File: src/rtl/hci_core_arb_sched.sv
// Round-robin arbiter with starvation override for requesters sharing one HCI
// initiator port; an in-order FIFO of winner indices routes responses back.

module hci_core_arb_sched_wait #(
    parameter int unsigned LIMIT = 8,
    parameter int unsigned WW    = 4
) (
    input  logic clk_i,
    input  logic rst_ni,
    input  logic clr_i,
    input  logic req_i,
    input  logic gnt_i,
    output logic starve_o
);
    logic [WW-1:0] wait_q;

    always_ff @(posedge clk_i or negedge rst_ni) begin
        if (!rst_ni)                        wait_q <= '0;
        else if (clr_i || gnt_i || !req_i)  wait_q <= '0;
        else if (wait_q < WW'(LIMIT))       wait_q <= wait_q + 1'b1;
    end

    assign starve_o = (wait_q >= WW'(LIMIT));
endmodule

module hci_core_arb_sched #(
    parameter  int unsigned NB_REQ       = 4,
    parameter  int unsigned MAX_OUT      = 4,
    parameter  int unsigned STARVE_LIMIT = 8,
    localparam int unsigned SW           = (NB_REQ > 1) ? $clog2(NB_REQ) : 1,
    localparam int unsigned CW           = $clog2(MAX_OUT + 1)
) (
    input  logic              clk_i,
    input  logic              rst_ni,
    input  logic              clear_i,
    input  logic [NB_REQ-1:0] req_i,
    output logic [NB_REQ-1:0] gnt_o,
    output logic              out_req_o,
    input  logic              out_gnt_i,
    output logic [SW-1:0]     sel_o,
    input  logic              out_r_valid_i,
    output logic [SW-1:0]     r_sel_o,
    output logic [NB_REQ-1:0] r_valid_o,
    output logic [CW-1:0]     outstanding_o,
    output logic              busy_o,
    output logic              err_o
);
    localparam int unsigned PW = (MAX_OUT > 1) ? $clog2(MAX_OUT) : 1;
    localparam int unsigned WW = $clog2(STARVE_LIMIT + 1);

    typedef enum logic {RUN, DRAIN} state_e;

    state_e                         state_q, state_d;
    logic   [SW-1:0]                rr_q;
    logic   [PW-1:0]                wptr_q, rptr_q;
    logic   [CW-1:0]                count_q;
    logic   [MAX_OUT-1:0][SW-1:0]   fifo_q;
    logic   [NB_REQ-1:0]            starve;
    logic   [SW-1:0]                winner;
    logic   [SW:0]                  scan;
    logic                           found, hs, pop, drain_exit;
    logic   [SW-1:0]                head;

    function automatic logic [PW-1:0] ptr_inc(input logic [PW-1:0] p);
        return (p == PW'(MAX_OUT - 1)) ? '0 : p + 1'b1;
    endfunction

    assign drain_exit = (state_q == DRAIN) && (count_q == '0);

    always_comb begin
        state_d = state_q;
        case (state_q)
            RUN:     if (clear_i)         state_d = DRAIN;
            DRAIN:   if (count_q == '0)   state_d = RUN;
            default:                      state_d = RUN;
        endcase
    end

    // Starving requesters win by lowest index; otherwise rotate from rr_q.
    always_comb begin
        winner = rr_q;
        found  = 1'b0;
        scan   = '0;
        for (int k = 0; k < NB_REQ; k++) begin
            if (!found && req_i[k] && starve[k]) begin
                winner = SW'(k);
                found  = 1'b1;
            end
        end
        for (int i = 0; i < NB_REQ; i++) begin
            scan = {1'b0, rr_q} + (SW+1)'(i);
            if (scan >= (SW+1)'(NB_REQ)) scan = scan - (SW+1)'(NB_REQ);
            if (!found && req_i[scan[SW-1:0]]) begin
                winner = scan[SW-1:0];
                found  = 1'b1;
            end
        end
    end

    hci_core_arb_sched_wait #(
        .LIMIT (STARVE_LIMIT),
        .WW    (WW)
    ) u_wait [NB_REQ-1:0] (
        .clk_i    (clk_i),
        .rst_ni   (rst_ni),
        .clr_i    (drain_exit),
        .req_i    (req_i),
        .gnt_i    (gnt_o),
        .starve_o (starve)
    );

    // Outputs are forced quiet while reset is held, not just after it.
    assign out_req_o = rst_ni && (state_q == RUN) && (|req_i) && (count_q < CW'(MAX_OUT));
    assign hs        = out_req_o && out_gnt_i;
    assign head      = fifo_q[rptr_q];
    assign pop       = rst_ni && out_r_valid_i && (count_q != '0);
    assign err_o     = rst_ni && out_r_valid_i && (count_q == '0);
    assign sel_o     = (|req_i) ? winner : rr_q;
    assign r_sel_o   = head;
    assign outstanding_o = count_q;
    assign busy_o    = (state_q == DRAIN) || (count_q != '0);

    always_comb begin
        gnt_o = '0;
        if (hs) gnt_o[winner] = 1'b1;
    end

    always_comb begin
        r_valid_o = '0;
        if (pop) r_valid_o[head] = 1'b1;
    end

    always_ff @(posedge clk_i or negedge rst_ni) begin
        if (!rst_ni) begin
            state_q <= RUN;
            rr_q    <= '0;
            wptr_q  <= '0;
            rptr_q  <= '0;
            count_q <= '0;
            fifo_q  <= '0;
        end else begin
            state_q <= state_d;
            if (hs) begin
                fifo_q[wptr_q] <= winner;
                wptr_q         <= ptr_inc(wptr_q);
            end
            if (pop) rptr_q <= ptr_inc(rptr_q);
            case ({hs, pop})
                2'b10:   count_q <= count_q + 1'b1;
                2'b01:   count_q <= count_q - 1'b1;
                default: count_q <= count_q;
            endcase
            if (drain_exit)
                rr_q <= '0;
            else if (hs)
                rr_q <= (winner == SW'(NB_REQ - 1)) ? '0 : winner + 1'b1;
        end
    end
endmodule

File: config.mk
export PLATFORM = sky130hd
export DESIGN_NAME = hci_core_arb_sched
export DESIGN_NICKNAME = d
export VERILOG_FILES = /design/src/rtl/hci_core_arb_sched.sv
export SDC_FILE = /design/constraint.sdc
export NUM_CORES = 1
export LEC_CHECK = 0
export ABC_AREA = 1
export CORE_MARGIN = 2
export CORE_UTILIZATION = 60
export DETAILED_ROUTE_END_ITERATION = 8
export HOLD_SLACK_MARGIN = 0.02
export PLACE_DENSITY = 0.85
export SLEW_MARGIN = 20
export SYNTH_ARGS = -nofsm -noshare
export SYNTH_HDL_FRONTEND = slang
export SYNTH_HIERARCHICAL = 1
export SYNTH_SLANG_ARGS = --single-unit
File: constraint.sdc
create_clock -name clk_i -period 5.9 [get_ports clk_i]
set_input_delay 1.18 -clock clk_i [delete_from_list [all_inputs] [get_ports clk_i]]
set_output_delay 1.18 -clock clk_i [all_outputs]
set_load 0.005 [all_outputs]
=== Word level (Yosys, flattened, before mapping) ===
Cells that the tools add are included.

* Add/subtract/negate cells: 16
* Order comparisons: 24
* Eq/ne operators: 5
* Muxes and demuxes: 56
* Bitwise operators: 1
* Reductions and logical operators: 51

{| class="wikitable"
|+ Operators with widths
! operator !! number
|-
| $mux W2 || 20
|-
| $mux W4 || 10
|-
| $lt A2 B3 Y1 const B || 8
|-
| $logic_and A1 B1 Y1 || 22
|-
| $add A4 B1 Y4 const B || 4
|-
| $ge A4 B4 Y1 const B || 4
|-
| $lt A4 B4 Y1 const B || 4
|-
| $mux W1 || 15
|-
| $reduce_bool A2 Y1 || 6
|-
| $logic_not A1 Y1 || 11
|-
| $ge A3 B3 Y1 const B || 3
|-
| $logic_or A1 B1 Y1 || 9
|-
| $bmux W1 S2 || 4
|-
| $bwmux W8 || 1
|-
| $eq A2 B2 Y1 const B || 4
|-
| $sub A2 B1 Y2 const B || 4
|-
| $add A2 B1 Y2 const B || 3
|-
| $add A2 B2 Y3 const B || 2
|-
| $ge A2 B1 Y1 const B || 3
|-
| $pmux W3 S2 || 1
|-
| $bmux W2 S2 || 1
|-
| $demux W1 S2 || 2
|-
| $demux W2 S2 || 1
|-
| $reduce_or A4 Y1 || 1
|-
| 10 further kinds || 10
|}

* Bits in registers: 34
* Bits of input ports: 9
* Output and inout port bits: 18
* Word-level logic and storage cells: 166

=== Longest topological paths before layout ===
Gate-level depths: netlist of the first run.

* Depth after elaboration: 35
* Gate-level depth with buffers: 19
* Gate-level depth less buffers: 18

=== By module ===
The synthesis of the first run kept the hierarchy.

{| class="wikitable"
|+ By module, submodules not included
! module !! times used !! cells each !! area each (µm²) !! sequential area each (µm²)
|-
| hci_core_arb_sched || 1 || 205 || 1458.9 || 450.4
|-
| hci_core_arb_sched_wait || 4 || 27 || 216.5 || 100.1
|}

=== Least setup slack after synthesis of the first run ===
OpenSTA, ideal clock, no wires.

* Path type: input port to output port
* From: in req_i[2]
* To: out gnt_o[2]
* Arrival: 2.348 ns
* Data required time: 4.720 ns
* Setup slack: 2.372 ns
* Stages: 12
* Path buffers: 0
* Cells stage by stage: nand2_1 -> nand3_1 -> nor2_2 -> nand2_2 -> nor2_4 -> nand2_2 -> nand2_2 -> nand2_4 -> inv_1 -> ha_1 -> inv_1 -> nor2_1

* Cells in the longest elaborated chain, start to end: 24
* Elaborated cells on any way between the ends: 42

{| class="wikitable"
|+ Ends and longest elaborated chain
! what !! RTL line !! text
|-
| from (decl) || 36 || <nowiki>input logic [NB_REQ-1:0] req_i,</nowiki>
|-
| $logic_and A1 B1 Y1 (2 in series) || 85 || <nowiki>if (!found && req_i[k] && starve[k]) begin</nowiki>
|-
| $mux W1 || 85 ||
|-
| $logic_not A1 Y1 || 85 ||
|-
| $logic_and A1 B1 Y1 (2 in series) || 85 ||
|-
| $mux W1 || 85 ||
|-
| $logic_not A1 Y1 || 93 || <nowiki>if (!found && req_i[scan[SW-1:0]]) begin</nowiki>
|-
| $logic_and A1 B1 Y1 || 93 ||
|-
| $mux W1 || 93 ||
|-
| (+7 left out) || n/a ||
|-
| $logic_and A1 B1 Y1 || 93 ||
|-
| $mux W2 (*) || 93 ||
|-
| named net winner[0] || 59 || <nowiki>logic [SW-1:0] winner;</nowiki>
|-
| $lt A2 B3 Y1 (not written as such) / $ge A2 B1 Y1 (equally long branches) || 125 || <nowiki>if (hs) gnt_o[winner] = 1'b1;</nowiki>
|-
| $logic_and A1 B1 Y1 (not written as such) || 125 ||
|-
| $mux W1 (not written as such) || 125 ||
|-
| $demux W1 S2 (*) || 125 ||
|-
| $mux W4 (*) || 125 ||
|-
| to (decl) || 37 || <nowiki>output logic [NB_REQ-1:0] gnt_o,</nowiki>
|}

Mark *: on every way through the listed nets, which the timed path passes. The rest lies on a longest branch. The select of a mux whose other input is x is not followed.

=== Worst setup path in the final report of the first run ===
* From: in req_i[2]
* To: out gnt_o[0]

The elaborated chain is that of the path after synthesis.

==> results of run 1 <==
## final cells by class
| type | instances | area, um^2 | area share (%) |
|---|---|---|---|
| clock buffers | 6 | 82.6 | 3.03 |
| clock inverters | 2 | 12.5 | 0.459 |
| inverters | 49 | 193 | 7.07 |
| multi-input cells | 224 | 1250 | 45.9 |
| flip-flops and latches | 34 | 851 | 31.2 |
| well taps | 48 | 60.1 | 2.20 |
| repair buffers | 28 | 275 | 10.1 |
## synth_stat cells
cell      count  area [um^2]
nand3_1      12         60.1
o21ai_0      13         65.1
nand2_1      91          342
clkinv_2      1         5.00
a32oi_1       1         8.76
a21oi_2       1         8.76
nor2_4        1         11.3
xnor2_1       2         17.5
nand4_1       2         12.5
clkbuf_1      4         15.0
inv_1        42          158
o21ai_2       2         17.5
fa_1          1         20.0
nor2_2        1         6.26
inv_8         1         11.3
nand2_4       7         78.8
nand3_2       4         40.0
ha_1         18          225
a21oi_1      20          100
nor2_1       27          101
nor3_1        4         20.0
buf_6         1         11.3
nand2_2      15         93.8
buf_2         1         5.00
dfrtp_1      34          851
inv_2         5         18.8
o21ai_1       1         5.00
a21oi_4       1         16.3
## where the power goes
part	internal, mW	leakage (nW)	switching, mW
Combinational	0.265	0.900	0.366
Clock	0.0938	0.0472	0.0900
Sequential	0.313	0.439	0.0804
Total	0.672	1.39	0.537
## logic make-up (layout without fill, tap and decap cells)
kind of cell | Yosys count | in the layout | synth area share [%]
AND/OR/NAND/NOR | 164 | 164 | 32.9
AO/OA/AOI/OAI | 39 | 39 | 9.53
buffers and inverters | 55 | 85 | 9.63
XOR/XNOR | 2 | 2 | 0.754
flip-flops | 34 | 34 | 36.6
adder cells (fa/ha/maj) | 19 | 19 | 10.5
## layer usage
layer	wire length [um]	vias up	GRT usage (%)
met2	2270	43	41.1
li1	-	1018	-
met1	2140	905	31.0
met5	0	-	0
met4	60	0	8.16
met3	202	7	3.75
## placed cells by master (no fill, tap or decap), types with 5 or more instances in the layout
cell type        netlist  routed
clkbuf_8               0       6
nand2_2               15      15
dfrtp_1               34      34
ha_1                  18      18
o21ai_0               13      13
nor2_1                27      27
nand3_1               12      12
clkdlybuf4s50_1        0      26
inv_1                 42      42
nand2_4                7       7
a21oi_1               20      20
nand2_1               91      91
inv_2                  5       5
## worst paths after layout
| kind | start | to | cells after the start |
|---|---|---|---|
| min in group asynchronous | rst_ni | u_wait[2]/wait_q[2] | 2 |
| min | fifo_q[3] | fifo_q[3] | 2 |
| max reg2reg | rr_q[0] | u_wait[0]/wait_q[0] | 17 |
| max in group asynchronous | rst_ni | rr_q[1] | 2 |
| min reg2reg | fifo_q[3] | fifo_q[3] | 2 |
| max | req_i[2] | gnt_o[0] | 14 |
## worst max-delay path, cell delays in order
cell	delay, ns
clkdlybuf4s50_1	0.52
nand2_1	0.16
nand3_1	0.12
nor2_2	0.18
nand2_2	0.09
nor2_4	0.10
nand2_2	0.08
nand2_2	0.10
nand2_4	0.10
inv_1	0.10
ha_1	0.15
inv_1	0.05
nor2_1	0.19
clkdlybuf4s50_1	0.54
## per-stage QoR
step                hold slack [ns]  power [mW]  cells  area [um^2]  setup slack, ns
floorplan                     0.449       0.821    313         2320             2.37
global placement              0.466       0.999    383         2630             1.13
detailed placement            0.467        1.02    383         2630             1.06
CTS                           0.487        1.21    391         2720             1.05
global route                  0.511        1.32    391         2720            0.855
finish                        0.487        1.21    391         2720             1.04
## state kept, by name, summed over array words and instances, names as in the netlist
| name | flops |
|---|---|
| rr_q | 2 |
| outstanding_o | 3 |
| fifo_q | 8 |
| u_wait/wait_q | 16 |
| wptr_q | 2 |
| state_q | 1 |
| rptr_q | 2 |
==> impl_metrics.env, run 1 <==
export IMPL_synth_seq_cells=34
export IMPL_grt_max_degree=35
export IMPL_rsz0062_at_grt="false"
export IMPL_slew_headroom_pct=52.2
export IMPL_setup_worst_path_class="input pin to primary output"
export IMPL_yosys_warnings=6
export IMPL_syn_to_final_growth_pct=17.2
export IMPL_cts_root_buf="clkbuf_8"
export IMPL_hold_viol_final=0
export IMPL_final_nets=370
export IMPL_fin_util_pct=73.8
export IMPL_min_period_ns=4.86
export IMPL_r2r_setup_slack_ns=3.49
export IMPL_htree_levels=2
export IMPL_numCtsBuffers=5
export IMPL_grt_pass1_wl_um=8090
export IMPL_maxCapViolCount=0
export IMPL_yosysUniqueCellTypes=28
export IMPL_cp_end_kind="primary output"
export IMPL_drtAntennaViolNets=0
export IMPL_outcome="finished, final reports clean"
export IMPL_via_per_inst=5.05
export IMPL_fin_skew_ns=0.00591
export IMPL_track_usage_pct=24.1
export IMPL_slew_violations=0
export IMPL_cts_resized=0
export IMPL_netlist_area_um2=2320
export IMPL_dr_pass1_iters=4
export IMPL_syn_avg_cell_area_um2=7.43
export IMPL_die_w_um=66.2
export IMPL_syn_inst=313
export IMPL_wirelength_um=4670
export IMPL_hpwl_um=3520
export IMPL_cts_tree="done"
export IMPL_first_iter_violations=78
export IMPL_setup_violations_final=0
export IMPL_power_density_nw_per_um2=444
export IMPL_post_cts_setup_buffers=0
export IMPL_ios=27
export IMPL_cts_sinks=34
export IMPL_layout_drive_gt1_share_pct=14.3
export IMPL_fmaxAchievable_ghz=0.206
export IMPL_critical_path_arrival_ns=3.68
export IMPL_syn_nets=341
export IMPL_diodes=0
export IMPL_vias=1973
export IMPL_worst_ep_required_time_ns=4.72
export IMPL_overflow=0
export IMPL_fin_tns_setup_ns=0
export IMPL_placementRows=22
export IMPL_crit_fanout=8
export IMPL_drc=0
export IMPL_tightest_slew_ns=0.714
export IMPL_gp_congestion=0.832
export IMPL_grt_pass1_vias=1886
export IMPL_leakagePower_nw=1.39
export IMPL_cts_max_path_buffers=2
export IMPL_critPathLaunchType="input pin"
export IMPL_holdBufCountCts=0
export IMPL_clk_pin_slew_ns=0.07
export IMPL_vdd_ir_drop_max_mv=0.305
export IMPL_period_share_pct=82.3
export IMPL_clkLatencyLatePin_ns=0.29
export IMPL_wl_per_cell_um=11.9
export IMPL_dieArea_um2=4390
export IMPL_io_buffers=26
export IMPL_fillCellCount=316
export IMPL_antenna_found_initial=0
export IMPL_core_area_um2=3690
export IMPL_hold_path_class="flip-flop to flip-flop"
export IMPL_start_util_pct=63.0
export IMPL_dieHeight_um=66.2
export IMPL_yosysSeqAreaShare_pct=36.6
No activity file was read; power rests on OpenSTA's default activity.
==> run 2, diff against run 1 <==
CORE_UTILIZATION = 56   (was 60)
PLACE_DENSITY = 0.8   (was 0.85)
clock period = 4.6 ns   (was 5.9 ns; I/O delays follow)
==> run 2 against run 1 <==
Net effect: power is 33% higher; design area is 0.92% higher; die area is 6.7% higher; count of clock-buffer cells in the layout stayed put; sequential share of layout area is 0.28 points lower; worst setup slack worse by 0.82 ns; non-clock buffer count stayed put; flip-flop and latch count stayed put; utilization is 5.1 points lower; first-iteration DRC count is 28% higher; combinational power is 29% higher; critical path type unchanged; largest cell class unchanged.
==> impl_metrics.env, run 2 (same netlist as run 1, synthesis figures left out) <==
export IMPL_slowest_stage="clkdlybuf4s50_1"
export IMPL_placementRows=23
export IMPL_path_cells="clkdlybuf4s50_1, nand2_1, nand3_1, nor2_2, nand2_2, nor2_4, nand2_2, nand2_2, nand2_4, inv_1, ha_1, inv_1, nor2_1, clkdlybuf4s50_1"
export IMPL_fin_ws_ns=0.222
export IMPL_slew_violations=0
export IMPL_vdd_ir_drop_max_mv=0.333
export IMPL_wirelength_um=4830
export IMPL_crit_fanout=8
export IMPL_cts_max_path_buffers=2
export IMPL_fin_tns_setup_ns=0
export IMPL_mostFrequentLayoutCell="nand2_1"
export IMPL_power_density_nw_per_um2=583
export IMPL_regMostFlops="u_wait/wait_q"
export IMPL_critical_path_arrival_ns=3.46
export IMPL_post_cts_setup_buffers=0
export IMPL_wl_per_cell_um=12.3
export IMPL_maxCapViolCount=0
export IMPL_pre_cts_slack_ns=0.287
export IMPL_cts_resized=0
export IMPL_start_util_pct=58.1
export IMPL_min_period_ns=4.38
export IMPL_track_usage_pct=23.8
export IMPL_fmaxAchievable_ghz=0.228
export IMPL_htree_levels=2
export IMPL_grt_pass1_vias=1930
export IMPL_cp_end_kind="primary output"
export IMPL_syn_to_final_growth_pct=18.2
export IMPL_cts_sinks=34
export IMPL_clk_pin_slew_ns=0.07
export IMPL_cts_tree="done"
export IMPL_final_nets=370
export IMPL_ios=27
export IMPL_hold_path_class="flip-flop to flip-flop"
export IMPL_slew_headroom_pct=49.5
export IMPL_hpwl_um=3580
export IMPL_path_delay_family="buffers and inverters"
export IMPL_antenna_found_initial=0
export IMPL_clkLatencyLatePin_ns=0.29
export IMPL_dieArea_um2=4680
export IMPL_outcome="finished, final reports clean"
export IMPL_gp_congestion=0.834
export IMPL_fin_skew_ns=0.00427
export IMPL_vias=2015
export IMPL_period_share_pct=95.2
export IMPL_critPathBufInv=4
export IMPL_worst_ep_required_time_ns=3.68
export IMPL_die_w_um=68.4
export IMPL_dr_pass1_iters=4
export IMPL_setup_worst_path_class="input pin to primary output"
export IMPL_hold_viol_final=0
export IMPL_switching_share_pct=42.9
export IMPL_dieHeight_um=68.4
export IMPL_cts_root_buf="clkbuf_8"
export IMPL_numCtsBuffers=5
export IMPL_rsz0062_at_grt="false"
export IMPL_critPathLaunchType="input pin"
export IMPL_seq_power_share_pct=31.6
export IMPL_grt_max_degree=35
export IMPL_leakagePower_nw=1.40
export IMPL_holdBufCountCts=0
export IMPL_p_sw_mw=0.688
export IMPL_tightest_slew_ns=0.755
export IMPL_via_per_inst=5.14
export IMPL_layout_drive_gt1_share_pct=14.6
export IMPL_crit_top_cell="nand2_2"
export IMPL_largest_reg_flops=16
export IMPL_pwr_share_comb_pct=50.8
export IMPL_slowest_delay_ns=0.55
export IMPL_grt_pass1_wl_um=8250
export IMPL_internal_power_mw=0.915
export IMPL_core_area_um2=4000
export IMPL_drtAntennaViolNets=0
export IMPL_mostFrequentLayoutCells="nand2_1, inv_1, dfrtp_1"
export IMPL_overflow=0
export IMPL_setup_violations_final=0
export IMPL_first_iter_violations=100
export IMPL_drc=0
export IMPL_diodes=0
export IMPL_p_clk_share_pct=17.6
export IMPL_io_buffers=26
run 2: power by group through the flow:
stage	Combinational (mW)	Clock (mW)	Sequential, mW
after CTS	0.817	0.291	0.505
after global placement	0.777	0	0.505
after global routing	0.938	0.302	0.523
final	0.814	0.282	0.506
after detailed placement	0.804	0	0.509
after floorplan	0.572	0	0.480
run 2: layer usage:
metal,global-route usage (%),up-vias,wire [um]
li1,-,1022,-
met1,30.3,939,2260
met2,39.4,44,2290
met3,5.43,10,202
met4,8.75,0,90
met5,0,-,0
run 2: worst paths after layout:
check                           from                  end  slack, ns  depth (start not counted)
setup / recovery            req_i[2]             gnt_o[2]       0.22                         14
hold / removal             fifo_q[1]            fifo_q[1]       0.50                          2
setup reg to reg             rr_q[0]  u_wait[1]/wait_q[3]       2.22                         17
hold reg to reg            fifo_q[1]            fifo_q[1]       0.50                          2
max in group asynchronous     rst_ni            wptr_q[0]       3.10                          2
min in group asynchronous     rst_ni            fifo_q[4]       1.19                          2
run 2: metrics by stage:
stage / instance area [um^2] / cells / hold slack, ns / util, % / total power, mW
detailed placement: 2630 / 385 / 0.470 / 65.8 / 1.31
global placement: 2630 / 385 / 0.466 / 65.8 / 1.28
finish: 2750 / 392 / 0.496 / 68.7 / 1.60
floorplan: 2320 / 313 / 0.449 / - / 1.05
CTS: 2740 / 392 / 0.494 / 68.6 / 1.61
global route: 2750 / 392 / 0.526 / 68.7 / 1.76
run 2: final cells by class:
class | instances | area [um^2]
multi-input combinational | 224 | 1250
fill | 345 | 1250
sequential | 34 | 851
timing repair buffer | 28 | 275
inverter | 49 | 193
clock buffer | 6 | 82.6
tap | 50 | 62.6
clock inverter | 1 | 30.0
run 2: worst register-to-register path: cells and delay by family, from the launching register on:
family,cells,cell delay (ns)
and+or+nand+nor,11,1.05
DFF,1,0.60
buffers and inverters,4,0.28
adders and majority gates,1,0.18
AOI/OAI and AO/OA,1,0.18
==> run 3, diff against run 2 <==
ABC_AREA = not set   (was 1)
==> run 3 against run 2 <==
Net effect: synthesized area shrank 4.1%; power shrank 17%; count of clock-buffer cells in the layout is the same; fmax is 2.1% lower; wire length shrank 5.3%; critical endpoint is now gnt_o[1].
==> impl_metrics.env, run 3 <==
export IMPL_min_period_ns=4.47
export IMPL_yosysSeqAreaShare_pct=38.2
export IMPL_clkLatencyLatePin_ns=0.29
export IMPL_yosys_area_top_type="dfrtp_1"
export IMPL_synth_flop_cell="dfrtp_1"
export IMPL_holdWs_ns=0.499
export IMPL_slowest_stage="mux4_2"
export IMPL_syn_nets=253
export IMPL_leakagePower_nw=1.26
export IMPL_syn_avg_cell_area_um2=9.91
export IMPL_yosysUniqueCellTypes=51
export IMPL_core_area_um2=3740
export IMPL_grt_pass1_vias=1725
export IMPL_mostFrequentLayoutCell="dfrtp_1"
export IMPL_overflow=0
export IMPL_dr_wl_met3_um=265
export IMPL_drc=0
export IMPL_setup_worst_path_class="input pin to primary output"
export IMPL_start_util_pct=59.6
export IMPL_cts_sinks=34
export IMPL_clk_pin_slew_ns=0.07
export IMPL_ios=27
export IMPL_critPathBufInv=3
export IMPL_htree_levels=2
export IMPL_fin_skew_ns=0.00573
export IMPL_setup_violations_final=0
export IMPL_first_iter_violations=96
export IMPL_vdd_ir_drop_max_mv=0.326
export IMPL_rsz0062_at_grt="false"
export IMPL_synthArstFlopShare_pct=100
export IMPL_worstSetupEndpoint="gnt_o[1]"
export IMPL_holdBufCountCts=0
export IMPL_yosys_top_cells_count="dfrtp_1, nor2_1, nand2_1"
export IMPL_cts_max_path_buffers=2
export IMPL_worstReg2RegStart="rr_q[0]"
export IMPL_track_usage_pct=23.4
export IMPL_placementRows=22
export IMPL_slew_violations=0
export IMPL_dr_wl_met2_um=2120
export IMPL_regMostFlops="u_wait/wait_q"
export IMPL_ff2ff_path_depth=10
export IMPL_grt_max_degree=32
export IMPL_worstSetupStartpoint="req_i[1]"
export IMPL_drtAntennaViolNets=0
export IMPL_synth_seq_cells=34
export IMPL_path_cells="clkdlybuf4s50_1, mux4_2, nor4_4, a21boi_2, a2bb2oi_2, inv_1, ha_1, and3_1, clkdlybuf4s50_1"
export IMPL_slew_headroom_pct=67.8
export IMPL_power_density_nw_per_um2=497
export IMPL_fmaxAchievable_ghz=0.224
export IMPL_syn_inst=225
export IMPL_top_layer="met4"
export IMPL_hold_path_class="flip-flop to flip-flop"
export IMPL_yosysMostFrequentCell="dfrtp_1"
export IMPL_gp_congestion=0.933
export IMPL_cts_root_buf="clkbuf_8"
export IMPL_diodes=0
export IMPL_wirelength_um=4580
export IMPL_period_share_pct=97.2
export IMPL_via_per_inst=5.64
export IMPL_io_buffers=26
export IMPL_path_depth=9
export IMPL_dieArea_um2=4500
export IMPL_mostFrequentLayoutCells="dfrtp_1, nor2_1, clkdlybuf4s50_1"
export IMPL_crit_fanout=4
export IMPL_outcome="finished, final reports clean"
export IMPL_vias=1721
export IMPL_syn_to_final_growth_pct=20.1
export IMPL_yosys_warnings=6
export IMPL_netlist_area_leader_share_pct=38.2
export IMPL_path_delay_family="buffers and inverters"
export IMPL_r2r_setup_slack_ns=1.68
export IMPL_cts_tree="done"
export IMPL_dieHeight_um=67.1
export IMPL_wl_per_cell_um=15.0
export IMPL_final_nets=284
export IMPL_met1_length_um=2160
export IMPL_maxCapViolCount=0
export IMPL_hold_viol_final=0
export IMPL_grt_pass1_wl_um=7800
export IMPL_slowest_delay_ns=0.53
export IMPL_hpwl_um=3370
export IMPL_critPathLaunchType="input pin"
export IMPL_fin_tns_setup_ns=0
export IMPL_numCtsBuffers=5
export IMPL_cp_end_kind="primary output"
export IMPL_synth_area_leaders="dfrtp_1, ha_1, nor2_1"
export IMPL_largest_reg_flops=16
export IMPL_antenna_found_initial=0
export IMPL_synth_edf_count=0
export IMPL_worst_ep_required_time_ns=3.68
export IMPL_die_w_um=67.1
export IMPL_tightest_slew_ns=0.481
export IMPL_timing_rr_end="u_wait[0]/wait_q[2]"
export IMPL_dr_pass1_iters=4
export IMPL_critical_path_arrival_ns=3.55
export IMPL_netlist_area_um2=2230
export IMPL_layout_drive_gt1_share_pct=14.0
export IMPL_crit_top_cell="clkdlybuf4s50_1"
## run 3: cell count changes in the layout (fill, tap and decap cells not counted), moves of 7 or more
cell	change
a21oi_1	-17
buf_4	+8
inv_1	-23
mux2_1	+8
nand2_1	-71
nand2_2	-15
nand2_4	-7
nand3_1	-12
o21ai_0	-12
## run 3: cell type report
type                    count  area, um^2
fillers                   303        1060
clock inverters             2        12.5
multi-input cells         158        1260
well taps                  48        60.1
flip-flops and latches     34         851
inverters                  21        78.8
clock buffers               6        82.6
repair buffers             36         335
## run 3: worst min path at each step
stage,from,to,slack [ns],cells after the start
global placement,fifo_q[7],fifo_q[7],0.48,1
CTS,fifo_q[6],fifo_q[6],0.50,1
detailed placement,fifo_q[0],fifo_q[0],0.48,1
global route,fifo_q[3],fifo_q[3],0.52,1
finish,fifo_q[3],fifo_q[3],0.50,1
floorplan,fifo_q[4],fifo_q[4],0.46,1
## run 3: worst reg2reg max path, delay by kind of cell (launching register included)
kind	cells	cell delay, ns
mux	1	0.62
buf+inv	1	0.08
flops	1	0.62
compound gates	2	0.45
fa+ha+maj	1	0.17
simple gates	5	0.92
## run 3: per-layer routing
layer / up-vias / track usage (%)
met5: - / 0
met4: 0 / 6.89
met3: 4 / 6.59
met2: 55 / 36.6
met1: 828 / 31.7
li1: 834 / -
## run 3: cells by family after synthesis
group	share of synthesized area, %
AO/OA/AOI/OAI	11.4
XOR/XNOR	4.32
adder cells (fa/ha/maj)	11.0
buffers and inverters	6.17
flip-flops	38.2
multiplexers	10.3
AND/OR/NAND/NOR	18.6
## run 3: per-stage QoR
stage	power, mW	instances	utilization (%)	cell area [um^2]	setup slack (ns)
final	1.33	305	71.6	2680	0.128
after global routing	1.45	305	71.6	2680	0.0121
after CTS	1.33	305	71.1	2660	0.0920
after detailed placement	1.09	297	68.5	2570	0.111
after global placement	1.07	297	68.5	2570	0.149
after floorplan	0.879	225	-	2230	1.09
## run 3: repair_timing
action	CTS	global route
buffers inserted	0	0
endpoints found under the setup margin	0	4
resized for setup	0	3
## run 3: power breakdown
part / internal (mW) / total (mW) / switching (mW)
Sequential: 0.398 / 0.516 / 0.119
Clock: 0.120 / 0.232 / 0.111
Combinational: 0.309 / 0.585 / 0.276
